`config.mk`:
```
export PLATFORM = sky130hd
export DESIGN_NAME = bht_access_ctrl
export DESIGN_NICKNAME = d
export VERILOG_FILES = /design/src/rtl/bht_access_ctrl.sv
export SDC_FILE = /design/constraint.sdc
export NUM_CORES = 1
export LEC_CHECK = 0
export ABC_CLOCK_PERIOD_IN_PS = 3250
export BUFFER_PORTS_ARGS = -buffer_cell sky130_fd_sc_hd__buf_2
export CELL_PAD_IN_SITES_DETAIL_PLACEMENT = 1
export CELL_PAD_IN_SITES_GLOBAL_PLACEMENT = 1
export CORE_ASPECT_RATIO = 0.7
export CORE_MARGIN = 3
export CORE_UTILIZATION = 35
export DETAILED_ROUTE_END_ITERATION = 16
export HOLD_SLACK_MARGIN = 0.08
export MAX_ROUTING_LAYER = met4
export PLACE_DENSITY_LB_ADDON = 0.1
export REMOVE_ABC_BUFFERS = 1
export SLEW_MARGIN = 30
export SYNTH_ARGS = -nofsm -noshare
export SYNTH_HDL_FRONTEND = slang
export SYNTH_SLANG_ARGS = --single-unit
```
`constraint.sdc`:
```
create_clock -name clk -period 3.25 [get_ports clk]
set_input_delay 0.325 -clock clk [delete_from_list [all_inputs] [get_ports clk]]
set_output_delay 0.325 -clock clk [all_outputs]
set_load 0.05 [all_outputs]
```
`src/rtl/bht_access_ctrl.sv`:
```
// Single-port branch history table controller: arbitrates fetch predict lookups
// against queued resolve-side counter updates and sweeps the table clear after reset/flush.
module bht_access_ctrl #(
  parameter int unsigned AW        = 10,
  parameter int unsigned DEPTH     = 4,
  parameter int unsigned MAX_DEFER = 8
) (
  input  logic          clk,
  input  logic          rst,
  input  logic          flush,
  input  logic          pred_valid,
  input  logic [AW-1:0] pred_addr,
  output logic          pred_ready,
  output logic          pred_resp_valid,
  output logic          pred_taken,
  output logic [1:0]    pred_ctr,
  input  logic          upd_valid,
  input  logic [AW-1:0] upd_addr,
  input  logic          upd_taken,
  output logic          upd_ready,
  output logic          init_busy,
  output logic [AW-1:0] mem_addr,
  output logic          mem_we,
  output logic [1:0]    mem_wd,
  input  logic [1:0]    mem_rd
);

  localparam int unsigned PW = $clog2(DEPTH);
  localparam int unsigned CW = PW + 1;
  localparam int unsigned DW = $clog2(MAX_DEFER + 1);

  typedef enum logic {S_INIT, S_RUN} state_t;

  state_t          state, state_next;
  logic [AW-1:0]   idx;
  logic [AW-1:0]   q_addr [DEPTH];
  logic [DEPTH-1:0] q_taken;
  logic [PW-1:0]   rd_ptr, wr_ptr;
  logic [CW-1:0]   count;
  logic [DW-1:0]   defer;

  logic empty, full, force_upd, grant, issue, push;

  function automatic logic [1:0] ctr_next(input logic [1:0] ctr, input logic taken);
    logic [1:0] n;
    n = 2'b00;
    case (ctr)
      2'b00: n = taken ? 2'b01 : 2'b00;
      2'b01: n = taken ? 2'b11 : 2'b00;
      2'b10: n = taken ? 2'b11 : 2'b00;
      2'b11: n = taken ? 2'b11 : 2'b10;
      default: n = 2'b00;
    endcase
    return n;
  endfunction

  assign empty     = (count == '0);
  assign full      = (count == CW'(DEPTH));
  assign force_upd = !empty && (full || (defer >= DW'(MAX_DEFER)));
  assign init_busy = (state == S_INIT);
  assign push      = upd_valid && upd_ready && !flush;

  always_comb begin
    state_next = state;
    pred_ready = 1'b0;
    upd_ready  = 1'b0;
    mem_addr   = pred_addr;
    mem_we     = 1'b0;
    mem_wd     = '0;
    grant      = 1'b0;
    issue      = 1'b0;
    case (state)
      S_INIT: begin
        mem_addr = idx;
        mem_we   = 1'b1;
        if (!flush && (idx == '1)) state_next = S_RUN;
      end
      S_RUN: begin
        pred_ready = !force_upd;
        upd_ready  = !full;
        grant      = pred_valid && !force_upd;
        if (!grant && !empty) begin
          issue    = 1'b1;
          mem_addr = q_addr[rd_ptr];
          // A flush cancels the head write even though the port was granted to it.
          mem_we   = !flush;
          mem_wd   = ctr_next(mem_rd, q_taken[rd_ptr]);
        end
        if (flush) state_next = S_INIT;
      end
      default: state_next = S_INIT;
    endcase
  end

  always_ff @(posedge clk) begin
    if (rst) begin
      state           <= S_INIT;
      idx             <= '0;
      rd_ptr          <= '0;
      wr_ptr          <= '0;
      count           <= '0;
      defer           <= '0;
      pred_resp_valid <= 1'b0;
      pred_taken      <= 1'b0;
      pred_ctr        <= '0;
    end else begin
      state <= state_next;
      if ((state == S_INIT) && !flush) idx <= idx + AW'(1);
      else                             idx <= '0;

      if (flush) begin
        rd_ptr <= '0;
        wr_ptr <= '0;
        count  <= '0;
      end else begin
        if (push)  wr_ptr <= wr_ptr + PW'(1);
        if (issue) rd_ptr <= rd_ptr + PW'(1);
        if (push && !issue)      count <= count + CW'(1);
        else if (!push && issue) count <= count - CW'(1);
      end

      if (flush || empty || issue)             defer <= '0;
      else if (grant && (defer != DW'(MAX_DEFER))) defer <= defer + DW'(1);

      pred_resp_valid <= grant;
      if (grant) begin
        pred_ctr   <= mem_rd;
        pred_taken <= mem_rd[1];
      end
    end
  end

  always_ff @(posedge clk) begin
    if (push) begin
      q_addr[wr_ptr]  <= upd_addr;
      q_taken[wr_ptr] <= upd_taken;
    end
  end

endmodule

```
==> results summary, run 1 <==
The proportion of netlist area held by the largest area contributor is 43.0%. For this design the total switching power over the nets is 371 uW. The final clock skew is 0.00643 ns.

No sink is reached through more buffers than the 2 on the longest clock path. The launching element type of the critical path is a register. The number of warnings issued by yosys is 0. Data arrives at the worst endpoint at 2.33 ns. The upper clock frequency limit is 376 MHz. Among all cell types in the netlist, the one instantiated most often is sky130_fd_sc_hd__edfxtp_1. The overall via count from detail_route came out at 2056.

For the worst setup path, the data required time is 2.92 ns. The first detailed-routing pass took 4 iterations. Synthesis handed over a netlist of 247 instances. Sorting the synthesized cells by area gives the leading types as sky130_fd_sc_hd__edfxtp_1 43%, sky130_fd_sc_hd__dfxtp_1 18%, sky130_fd_sc_hd__mux4_2 8.1%. STA classifies the critical path endpoint as an output port. The maximum number of pins on one net before global-route repair is 19. In this run, synthesis produced a sequential element count of 71. The sequential power share is 49.8%. Setup violations remaining at the end of the flow were counted as 0. The initial standard-cell utilization of the core came out at 37.6%. The root buffer cell chosen for the clock tree is sky130_fd_sc_hd__clkbuf_16. The sequential fraction of the synthesis area is 60.6%.

In this run the remaining antenna-violating nets after routing total 0. The total CTS buffers came out at 9. The post-placement cell area came out at 3410 um^2.

The H-tree depth reported by CTS came out at 3. The clock slew seen by the registers of the worst setup and hold paths is 0.05 ns. The area enclosed by the die boundary is 9950 um^2.

The tool flagged a number of max-cap violations equal to 0. The final routed DRC violation total is 0. The static power due to leakage came out at 0.00135 uW. The overall die width is 118 um. The via count of the first global-routing pass came out at 2206. By count the netlist is led by 44 x sky130_fd_sc_hd__edfxtp_1, 32 x sky130_fd_sc_hd__nor2_1, 29 x sky130_fd_sc_hd__a21oi_1. The number of enable flip-flop cells after synthesis came out at 44. The detailed router's first-iteration violation count came out at 72. The clock tree from TritonCTS is built. Final hold analysis gives a worst-case slack of 0.213 ns. Clock tree synthesis found a total of 71 sinks. Net switching is 19.3% of the power.

The global route total overflow is 0. The run finished with clean final reports. Cells fill 45.2% of the core in the end.

The aggregate negative setup slack came out at 0 ns. Routability-driven placement finished with a final weighted congestion of 0.799. The number of endpoints with negative hold slack in the final report is 0.

The number of antenna violations at the first check in global routing came to 0. The transition time of the tightest slew-check pin is 0.806 ns. The total inserted antenna cells is 0. The total track usage is 15.6%. The number of distinct standard cells referenced by the synthesized netlist is 36. The final worst-path cycle share is 81.8%. The time the worst path needs with I/O delays and setup is 2.66 ns. The total number of placement rows is 27. The biggest area contributor in the post-synthesis netlist is sky130_fd_sc_hd__edfxtp_1. The die height is 84.4 um. For this run, the leading register cell type out of synthesis is sky130_fd_sc_hd__edfxtp_1.

In this run, post-CTS hold repair placed 0 buffers. The number of fill cells came out at 900. In this run the worst path has a maximum fanout of 11. Combinational logic burns 2.2% of the power.

The summed instance area of the synthesized netlist is 3070 um^2. The headroom to the max-slew limit came out at 45.9%. The fraction of power consumed by the clock network is 48.0%. The average wire length per cell after detail routing is 17.0 um. The design area is 3690 um^2.

The post-CTS setup buffer count is 0. The class of the tightest hold or removal check is input port to register. Relative to the synthesized area, the layout overhead comes to 20.3%.

The sum of internal, switching and leakage power is 1930 uW. The number of top-level pins came out at 48. The share of cells above drive strength 1 is 25.0%. The global-route wire length before repair came out at 11600 um. The average instance area after synthesis came out at 12.4 um^2. Internal power comes to 1560 uW. For this design the ratio of total power to cell area is 522 nW/um^2.

Setup repair after global routing left no endpoint under its margin. After the last flow step, the layout net total stands at 335. After detailed routing, the total wire length is 7070 um. The async set or reset register ratio after synthesis came out at 0%. Buffers placed on the I/O ports in this run total 47. IR analysis of the VDD net gives a maximum drop of 248 uV. The core region area came out at 8180 um^2. The placed wire-length estimate came out at 5140 um. The category of the most critical setup path is register to output port. The detail-routed via count per cell is 4.94. The worst-skew pair later-pin latency is 0.33 ns. The post-CTS resize count is 0. The count of pins over their slew limit is 0.
==> registers in the layout (all words and copies together) (netlist names), named ones only <==
name,flops
count,3
defer,4
idx,10
pred_ctr,1
pred_resp_valid,1
pred_taken,1
q_addr,40
q_taken,4
rd_ptr,2
state,1
wr_ptr,2
==> layer usage <==
metal,share of wire (%),global-route usage (%),vias up
met5,0,-,-
met4,0.58,3.83,0
met3,4.9,5.19,5
met2,44,22.5,41
met1,51,21.4,1022
li1,-,-,988
==> stage by stage <==
| stage | std cells | setup WS [ns] |
|---|---|---|
| 2_1_floorplan | 237 | 0.876 |
| 3_3_place_gp | 401 | 0.908 |
| 3_5_place_dp | 401 | 0.828 |
| 4_1_cts | 416 | 0.569 |
| 5_1_grt | 416 | 0.436 |
| 6_report | 416 | 0.593 |
==> worst paths after layout <==
kind | startpoint | to | slack, ns | cells after the start
worst max-delay path | count[0] | mem_addr[0] | 0.59 | 5
worst min-delay path | upd_addr[9] | q_addr[3][9] | 0.21 | 1
worst max register to register | count[0] | count[2] | 0.81 | 9
worst min register to register | pred_ctr[0] | pred_ctr[0] | 0.46 | 2
==> layout make-up <==
cell class / count / area (um^2) / area share [%]
Clock buffer: 10 / 229 / 6.20
Clock inverter: 5 / 50.0 / 1.36
Inverter: 10 / 37.5 / 1.02
Multi-Input combinational cell: 156 / 1130 / 30.5
Sequential cell: 71 / 1860 / 50.4
Tap cell: 116 / 145 / 3.93
Timing Repair Buffer: 48 / 243 / 6.57
==> cell usage in the layout, fill, tap and decap left out, drive strengths merged, types with 6 or more instances in the layout <==
master  count
ha         10
mux4       11
nand2      16
edfxtp     44
a21oi      29
clkbuf     10
dfxtp      27
inv        10
xor2       11
nor2       32
nand3       6
buf        48
o21ai       7
==> cells by family (layout without fill, tap and decap cells) <==
logic type,count (synthesis),after routing,share of synthesized area (%)
adders and majority gates,11,11,4.73
DFF,71,71,60.6
AOI/OAI and AO/OA,40,40,7.09
buffers and inverters,20,73,2.69
xor gates and xnor gates,13,13,3.71
and+or+nand+nor,79,79,12.4
muxes,13,13,8.72
==> critical path, cell delays in order, from the launching register on <==
cell and delay, ns:
sky130_fd_sc_hd__dfxtp_1 0.37, sky130_fd_sc_hd__or3_1 0.49, sky130_fd_sc_hd__o21ai_1 0.47, sky130_fd_sc_hd__a21oi_1 0.17, sky130_fd_sc_hd__a21oi_1 0.20, sky130_fd_sc_hd__buf_2 0.29
==> power by group through the flow <==
stage	registers, uW	clock network, uW	logic, uW
6_report	959	925	42.1
5_1_grt	959	1000	47.8
4_1_cts	959	949	42.6
3_5_place_dp	978	0	42.4
3_3_place_gp	978	0	42.0
2_1_floorplan	977	0	13.5
No activity file was read; power rests on OpenSTA's default activity.
==> inputs of run 2 (changes only) <==
--- a/config.mk
+++ b/config.mk
@@ -5,7 +5,7 @@
 export SDC_FILE = /design/constraint.sdc
 export NUM_CORES = 1
 export LEC_CHECK = 0
-export ABC_CLOCK_PERIOD_IN_PS = 3250
+export ABC_CLOCK_PERIOD_IN_PS = 2200
 export BUFFER_PORTS_ARGS = -buffer_cell sky130_fd_sc_hd__buf_2
 export CELL_PAD_IN_SITES_DETAIL_PLACEMENT = 1
 export CELL_PAD_IN_SITES_GLOBAL_PLACEMENT = 1
==> constraint.sdc (replaced) <==
create_clock -name clk -period 2.2 [get_ports clk]
set_input_delay 0.22 -clock clk [delete_from_list [all_inputs] [get_ports clk]]
set_output_delay 0.22 -clock clk [all_outputs]
set_load 0.05 [all_outputs]
==> run 2 against run 1 <==
Effect of this change:
- clock power rose by 36%
- clock-buffer cell count did not move
- worst hold slack got worse by 0.098 ns
- total power rose by 42%
- final cell count rose by 3.4%
- sequential power rose by 48%
- utilization rose by 2.2 points
- critical path type unchanged
- critical endpoint is now mem_addr[5]
==> results summary, run 2 (synthesis results as in run 1) <==
At the worst endpoint, the arrival time is 1.92 ns. The clock slew seen by the registers of the worst setup and hold paths came out at 0.06 ns. The area added between synthesis and finish is 26.2%. The net count of the finished layout is 349. The worst supply voltage drop on vdd came out at 420 uV. The aggregate negative setup slack came out at 0 ns. The ratio of total power to cell area came out at 708 nW/um^2. Detailed routing inserted a total of 2063 vias. The total CTS buffers is 9. Dividing the final minimum period by the clock period gives 97.1%. The detail-routed via count per cell is 4.80. The via count of the first global-routing pass came out at 2154. The max-capacitance violation count is 0. The largest buffer count on any clock path came out at 2. The post-placement cell area is 3500 um^2. In this run the number of H-tree levels came out at 3.

The floorplan step set the die height to 84.4 um. The total inserted antenna cells is 0. STA classifies the critical path endpoint as an output port. The library cell used most frequently in the layout, excluding fill and tap cells, is sky130_fd_sc_hd__edfxtp_1.

The maximum number of pins on one net before global-route repair is 18. TritonCTS built the clock tree. The total of endpoints with negative setup slack in the final report is 0. For this configuration, the core starts out at a cell density of 37.6%. The average wire length per cell after detail routing came out at 16.5 um. The core region area came out at 8180 um^2. The time the worst path needs with I/O delays and setup came out at 2.14 ns. The total track usage came out at 15.5%. The final routed DRC violation total came out at 0. The count of pins over their slew limit is 0.

Setup repair after global routing could not meet its margin everywhere. Measured along the x axis, the die boundary spans 118 um. The static power due to leakage came out at 0.00142 uW. For this design the top-level I/O count stands at 48. With fillers left out, the area of the finished cells amounts to 3880 um^2.

The largest registers in the layout are q_addr (40), idx (10). During placement, the flow inserted port buffers numbering 47. The floorplan has 27 rows.

The largest fanout on the critical path is 6. The final clock skew came out at 0.00661 ns. For this block, the routed nets add up to 7100 um of wire.

The flip-flop count of the largest register after layout is 40. The number of detailed-routing iterations run before antenna repair came out at 4. The number of antenna violations at the first check in global routing is 0. The tightest hold margin is 0.114 ns. The number of endpoints with negative hold slack in the final report came out at 0. The top cell types in the final layout, fill and taps aside, are 44 x sky130_fd_sc_hd__edfxtp_1, 37 x sky130_fd_sc_hd__buf_2, 31 x sky130_fd_sc_hd__nor2_1.

The worst setup path is of the register to output port kind. The tree is rooted in a sky130_fd_sc_hd__clkbuf_16. Global routing finished with a remaining overflow of 0. Ranked by flip-flop count, first place goes to q_addr. The area enclosed by the die boundary is 9950 um^2. For this run, the share of the core covered by cells in the final layout is 47.4%. The headroom to the max-slew limit came out at 59.8%.

The tightest min-delay check is of the input port to register type. The congestion estimate from routability-driven global placement came to 0.712. The CTS sink count is 71. The placed wire-length estimate is 5150 um. The flow ran to the end, and the final reports show no timing, DRC or antenna violations. The first global-routing pass estimated 11600 um of wire. The launching element type of the critical path is a register. Derived from the worst setup path, the maximum achievable clock frequency is 468 MHz. The required time at the endpoint of the critical path is 1.98 ns. For the pin with the worst max-slew slack, the measured transition is 0.603 ns. The number of nets with antenna violations after detailed routing is 0.

The worst-skew pair later-pin latency came out at 0.32 ns. The share of cells above drive strength 1 came out at 33.4%. Power comes to 2740 uW.

The detailed router's first-iteration violation count came out at 174.
==> run 2: what timing repair did <==
| action | in CTS | in global routing |
|---|---|---|
| buffers inserted | 0 | 2 |
| cloned | 1 | 0 |
| gates resized for setup | 17 | 18 |
| endpoints found under the setup margin | 11 | 12 |
| pin swaps | 2 | 4 |
| hold buffers | 0 | 0 |
==> run 2: per-layer routing <==
metal,part of all wire (%),wire length [um],global-route usage [%],up-vias
met5,0,0,-,-
met1,50,3560,21.8,995
met3,4.6,328,5.19,4
met4,0.62,44,3.51,0
met2,45,3160,21.5,42
li1,-,-,-,1022
==> run 2: worst max-delay path, cell delays in order, from the launching register on <==
cell                      delay (ns)
sky130_fd_sc_hd__dfxtp_2        0.33
sky130_fd_sc_hd__or3_4          0.40
sky130_fd_sc_hd__buf_6          0.14
sky130_fd_sc_hd__o21ai_4        0.07
sky130_fd_sc_hd__buf_6          0.16
sky130_fd_sc_hd__a21oi_1        0.07
sky130_fd_sc_hd__a21oi_1        0.16
sky130_fd_sc_hd__buf_2          0.28
==> run 2: metrics by stage <==
| stage | instances | worst slack [ns] |
|---|---|---|
| 2_1_floorplan | 237 | -0.0796 |
| 3_3_place_gp | 412 | 0.0592 |
| 3_5_place_dp | 412 | -0.0106 |
| 4_1_cts | 428 | 0.00601 |
| 5_1_grt | 430 | -0.0365 |
| 6_report | 430 | 0.0634 |
==> run 2: layout make-up <==
class                      count  area [um^2]
clock buffer                  10          229
clock inverter                 5         26.3
fill                         891         4300
inverter                      10         37.5
multi-input combinational    156         1180
sequential                    71         1870
tap                          116          145
timing repair buffer          62          388
==> run 2: report_power, final <==
group          internal [uW]  switching [uW]  leakage (uW)
clock                    746             514      0.000126
combinational           26.3            41.5      0.000683
sequential              1410            3.41      0.000614
==> run 2: worst paths after layout <==
path / startpoint / to / slack, ns / depth (start not counted)
setup / recovery: count[0] / mem_addr[5] / 0.06 / 7
hold / removal: rst / pred_ctr[0] / 0.11 / 2
setup reg to reg: count[0] / count[2] / 0.08 / 8
hold reg to reg: pred_ctr[0] / pred_ctr[0] / 0.46 / 2
